===== config.mk =====
export PLATFORM = sky130hd
export DESIGN_NAME = serial_adder_ctrl
export DESIGN_NICKNAME = d
export VERILOG_FILES = /design/src/rtl/serial_adder_ctrl.sv
export SDC_FILE = /design/constraint.sdc
export NUM_CORES = 1
export LEC_CHECK = 0
export BUFFER_PORTS_ARGS = -buffer_cell sky130_fd_sc_hd__buf_2
export CORE_AREA = 4 4 64 66
export CTS_CLUSTER_DIAMETER = 80
export DETAILED_ROUTE_END_ITERATION = 8
export DIE_AREA = 0 0 68 70
export PLACE_DENSITY = 0.75
export SLEW_MARGIN = 30
export SYNTH_ARGS = -nofsm -noshare
export SYNTH_HDL_FRONTEND = slang
export SYNTH_SLANG_ARGS = --single-unit

===== constraint.sdc =====
create_clock -name clk -period 2.6 [get_ports clk]
set_input_delay 0.26 -clock clk [delete_from_list [all_inputs] [get_ports clk]]
set_output_delay 0.26 -clock clk [all_outputs]
set_load 0.01 [all_outputs]

===== src/rtl/serial_adder_ctrl.sv =====
`timescale 1ns/1ps
`default_nettype none
// +--------------------------------------------------------------------+
// | serial_adder_ctrl : bit-serial adder, one full-adder cell, LSB first|
// | Rev 1.0                                                             |
// +--------------------------------------------------------------------+

module full_adder_dataflow (
    input  logic a,
    input  logic b,
    input  logic cin,
    output logic s,
    output logic cout
);
    assign s    = a ^ b ^ cin;
    assign cout = (a & b) | (cin & (a ^ b));
endmodule

module serial_adder_ctrl #(
    parameter int WIDTH = 8
) (
    input  logic             clk,
    input  logic             rst_n,
    input  logic             start,
    input  logic [WIDTH-1:0] a,
    input  logic [WIDTH-1:0] b,
    input  logic             cin,
    output logic             busy,
    output logic             done,
    output logic [WIDTH-1:0] sum,
    output logic             cout
);
    localparam int CW = (WIDTH > 1) ? $clog2(WIDTH) : 1;

    localparam logic [1:0] c_IDLE = 2'd0;
    localparam logic [1:0] c_RUN  = 2'd1;
    localparam logic [1:0] c_DONE = 2'd2;

    localparam logic [CW-1:0] c_LAST = CW'(WIDTH - 1);

    logic [1:0]       state_q, state_d;
    logic [CW-1:0]    cnt_q,   cnt_d;
    logic             carry_q, carry_d;
    logic [WIDTH-1:0] a_q,     a_d;
    logic [WIDTH-1:0] b_q,     b_d;
    logic [WIDTH-1:0] res_q,   res_d;
    logic [WIDTH-1:0] sum_q,   sum_d;
    logic             cout_q,  cout_d;

    logic w_fa_s;
    logic w_fa_cout;

    full_adder_dataflow u_fa (
        .a    (a_q[cnt_q]),
        .b    (b_q[cnt_q]),
        .cin  (carry_q),
        .s    (w_fa_s),
        .cout (w_fa_cout)
    );

    always_comb begin
        state_d = state_q;
        cnt_d   = cnt_q;
        carry_d = carry_q;
        a_d     = a_q;
        b_d     = b_q;
        res_d   = res_q;
        sum_d   = sum_q;
        cout_d  = cout_q;
        case (state_q)
            c_IDLE: begin
                if (start) begin
                    a_d     = a;
                    b_d     = b;
                    carry_d = cin;
                    cnt_d   = '0;
                    state_d = c_RUN;
                end
            end
            c_RUN: begin
                res_d[cnt_q] = w_fa_s;
                carry_d      = w_fa_cout;
                // Last bit: publish result this edge; cnt stays at WIDTH-1.
                if (cnt_q == c_LAST) begin
                    sum_d   = res_d;
                    cout_d  = w_fa_cout;
                    state_d = c_DONE;
                end else begin
                    cnt_d = cnt_q + 1'b1;
                end
            end
            c_DONE: begin
                state_d = c_IDLE;
            end
            default: begin
                state_d = c_IDLE;
            end
        endcase
    end

    always_ff @(posedge clk or negedge rst_n) begin
        if (!rst_n) begin
            state_q <= c_IDLE;
            cnt_q   <= '0;
            carry_q <= 1'b0;
            a_q     <= '0;
            b_q     <= '0;
            res_q   <= '0;
            sum_q   <= '0;
            cout_q  <= 1'b0;
        end else begin
            state_q <= state_d;
            cnt_q   <= cnt_d;
            carry_q <= carry_d;
            a_q     <= a_d;
            b_q     <= b_d;
            res_q   <= res_d;
            sum_q   <= sum_d;
            cout_q  <= cout_d;
        end
    end

    assign busy = (state_q == c_RUN);
    assign done = (state_q == c_DONE);
    assign sum  = sum_q;
    assign cout = cout_q;

endmodule
`default_nettype wire


==> results summary <==
The run finished with clean final reports. The depth of the most critical reg-to-reg path came out at 6. The violation count after the first detailed-route iteration came out at 54.

The total of max-cap violations came out at 0. The worst vdd rail ir drop is 0.701 mV. The number of global-route vias before repair came out at approximately 1200. The count of unresolved DRC violations after routing is 0. The clock root buffer is sky130_fd_sc_hd__clkbuf_4. The reg-to-reg startpoint is cnt_q[1].

The routed layout has approximately 1200 vias. The initial core utilization is 0.525. No sink is reached through more buffers than the 2 on the longest clock path.

The die width is a little under 70 um. Setup violations remaining at the end of the flow were counted as 0. The ratio of total power to cell area came out at 1350 nW/um^2. The post-layout minimum cycle time is 2.31 ns. Hold timing on the final database bottoms out at a slack of 0.00422 ns. The number of buffers added to fix hold violations after cts came out at 0.

The worst-skew pair later-pin latency came out at 0.34 ns. The number of instances in the synthesized netlist is ~150. Summing every instance area after synthesis gives approximately 1900 sq um. The number of antenna violations at the first check in global routing came to 0.

The slack of the worst reg-to-reg path came out at 0.29 ns. In the final routed layout, each cell accounts on average for about 15 um. Setup repair after global routing left no endpoint under its margin.

The vias per cell is between 5 and 6. The peak fanout along the critical path came out at 15. The overall routed net length is roughly 3300 um. The most used flip-flop cell after synthesis is sky130_fd_sc_hd__dfrtp_1.

STA puts the critical path data arrival time at about 2.6 ns. The die area is about 4800 sq um. The fraction of the yosys area taken by sequential cells is 0.520.

Clock tree synthesis inserted a total of 5 buffers. By area the synthesized netlist is led by sky130_fd_sc_hd__dfrtp_1, sky130_fd_sc_hd__mux2_2, sky130_fd_sc_hd__mux2i_1. The post-synthesis sequential element count came out at 39. For this design, the slowest cell found on the critical path is sky130_fd_sc_hd__mux4_2. The number of nets handed over by synthesis was around 170. The total clock sinks came out at 39. The area growth from synthesis to layout is 13.3%. The accumulated negative setup slack came out at 0 ns. The floorplan has 22 rows. STA classifies the critical path endpoint as a flip-flop. The Yosys step of the flow raised 0 warnings.

The count of input and output buffers came out at 30. After clock tree synthesis, the clock-pin slew on the worst setup and hold paths is approximately 0.11 ns. In the finished design, the share of the clock period the worst path needs comes to 0.888.

The area fraction of the dominant cell type after synthesis is 0.520. The total routing resource utilization after global routing came out at 0.159. sky130_fd_sc_hd__dfrtp_1 takes more of the synthesized area than any other cell. Measured on the finished design, the core utilization comes to 0.594. The number of setup buffers added after CTS is 0.

The number of fillers in the final layout came out at between 300 and 400. Counting flops with an async set or reset pin after synthesis yields a share of 1.00. The largest net degree at the start of global routing is 40. The tightest min-delay check is of the in2async type. The signal on the critical path passes through mux4_2 -> mux2_2 -> fa_1 -> buf_4 -> mux2i_1 -> o21ai_0. The setup clock skew after layout is ~0.0083 ns. The number of nets in the final layout is 200.

The post-cts sizing count came out at 0. The worst pin sits at a relative slew slack of 0.444. The worst setup path is launched from a flip-flop. The congestion estimate from routability-driven global placement came to around 0.72. The first-pass GRT wire length came out at roughly 5600 um.

The kind of cell with the highest combined delay along the critical path is multiplexers. TritonCTS built the clock tree. The total count of max-transition violations in the final report is 0.

For this run, the detailed router's first-pass iteration total came to 4. The total buffers and inverters traversed by the critical path is 1. The repair_antennas step left the layout with diodes totalling 0. The die is 70 um tall.

In this run the static leakage power is just under 1 nW. 31 I/O pins were placed. The residual overflow from global routing came out at 0. The number of failing hold endpoints at the final stage is 0. The average instance area after synthesis came out at ~13 sq um. The critical path is of the reg2reg type. The endpoint identified for the worst register-to-register timing path is sum[7].

The number of distinct library cells after synthesis came out at 30. Static timing analysis puts the maximum clock frequency at ~430 MHz. In this run the remaining antenna-violating nets after routing total 0. The H-tree depth reported by CTS is 2. The number of flops mapped to enable cells by yosys came out at 0. The half-perimeter wire length after placement came out at roughly 2500 um.

The post-placement cell count is 218. Of the cells placed in the final design, the portion with a size suffix greater than 1 is 0.410. The delay of the slowest cell on the worst path is a little over 0.5 ns. For the worst setup path, the data required time is 2.84 ns. The worst-margin pin slew came out at around 0.83 ns. The core region is 3580 sq um. The number of standard cells in the final layout excluding fillers came out at 226.
## state kept, by name, summed over array words and instances (netlist names)
name	count
a_q	8
b_q	8
carry_q	1
cnt_q	3
cout	1
res_q	8
state_q	2
sum	8
## how the worst max path moves through the flow
| stage | from | endpoint | slack, ns | cells past startpoint |
|---|---|---|---|---|
| 2_1_floorplan | cnt_q[1] | sum[6] | 0.22 | 7 |
| 4_1_cts | cnt_q[1] | sum[7] | 0.26 | 6 |
| 6_report | cnt_q[1] | sum[7] | 0.29 | 6 |
| 3_3_place_gp | cnt_q[1] | sum[7] | 0.37 | 6 |
| 5_1_grt | cnt_q[1] | sum[7] | 0.08 | 8 |
| 3_5_place_dp | cnt_q[1] | sum[7] | 0.28 | 6 |
## worst register-to-register path, stage by stage, from the launching register on
cell and delay (ns):
sky130_fd_sc_hd__dfrtp_1 0.43, sky130_fd_sc_hd__mux4_2 0.51, sky130_fd_sc_hd__mux2_2 0.29, sky130_fd_sc_hd__fa_1 0.50, sky130_fd_sc_hd__buf_4 0.19, sky130_fd_sc_hd__mux2i_1 0.09
sky130_fd_sc_hd__o21ai_0 0.20
## through the flow
step / instance area [sq um] / worst slack, ns / power [mW]
2_1_floorplan: 1880 / 0.219 / 2.18
3_3_place_gp: 2060 / 0.373 / 2.46
3_5_place_dp: 2060 / 0.282 / 2.56
4_1_cts: 2130 / 0.262 / 2.90
5_1_grt: 2130 / 0.0779 / 3.12
6_report: 2130 / 0.292 / 2.86
## Yosys cell counts, types with 3 or more instances
library cell	instances
sky130_fd_sc_hd__buf_2	6
sky130_fd_sc_hd__dfrtp_1	39
sky130_fd_sc_hd__mux2_2	25
sky130_fd_sc_hd__mux2i_1	9
sky130_fd_sc_hd__mux4_2	3
sky130_fd_sc_hd__nand2_1	9
sky130_fd_sc_hd__nand2b_1	3
sky130_fd_sc_hd__nand3b_1	6
sky130_fd_sc_hd__nor2_1	5
sky130_fd_sc_hd__nor3b_1	4
sky130_fd_sc_hd__o21ai_0	9
## layout by cell type (no fill, tap or decap), drive strengths merged
cell type,count
buf,35
nor3,2
nand3b,6
inv,2
fa,1
o22a,1
mux2i,9
and3b,1
clkbuf,8
a21oi,1
nor3b,6
dfrtp,39
o221ai,1
a22o,2
nor2b,2
nand3,2
nand2b,3
ha,2
nor2,5
o21ai,9
a31o,1
mux4,3
nand2,9
a21boi,1
mux2,27
## final cells by class
class                      count  area [sq um]  share of cell area
inverter                       2          7.51             0.00353
timing repair buffer          35           188              0.0882
sequential                    39           976               0.459
tap                           48          60.1              0.0282
clock buffer                   8          68.8              0.0324
multi-input combinational     94           827               0.389
## where the power goes
part | leakage, nW | switching (mW) | internal [mW]
clock | 0.0386 | 0.186 | 0.159
sequential | 0.473 | 0.188 | 0.904
combinational | 0.472 | 0.696 | 0.730
total | 0.983 | 1.07 | 1.79
## metal layers
metal,vias to the layer above,share of wire,global-route usage
met5,-,0,0
met4,0,0.023,0.0662
met3,11,0.037,0.0402
met2,21,0.50,0.247
met1,597,0.44,0.206
li1,581,-,-
## cell families (layout without fill, tap and decap cells)
family | Yosys count | in the layout | synth area share
compound gates | 16 | 16 | 0.0540
flops | 39 | 39 | 0.520
simple gates | 36 | 36 | 0.117
fa+ha+maj | 3 | 3 | 0.0240
buf+inv | 13 | 45 | 0.0400
mux | 39 | 39 | 0.246
Note: power is estimated with default switching activity, not from simulation.
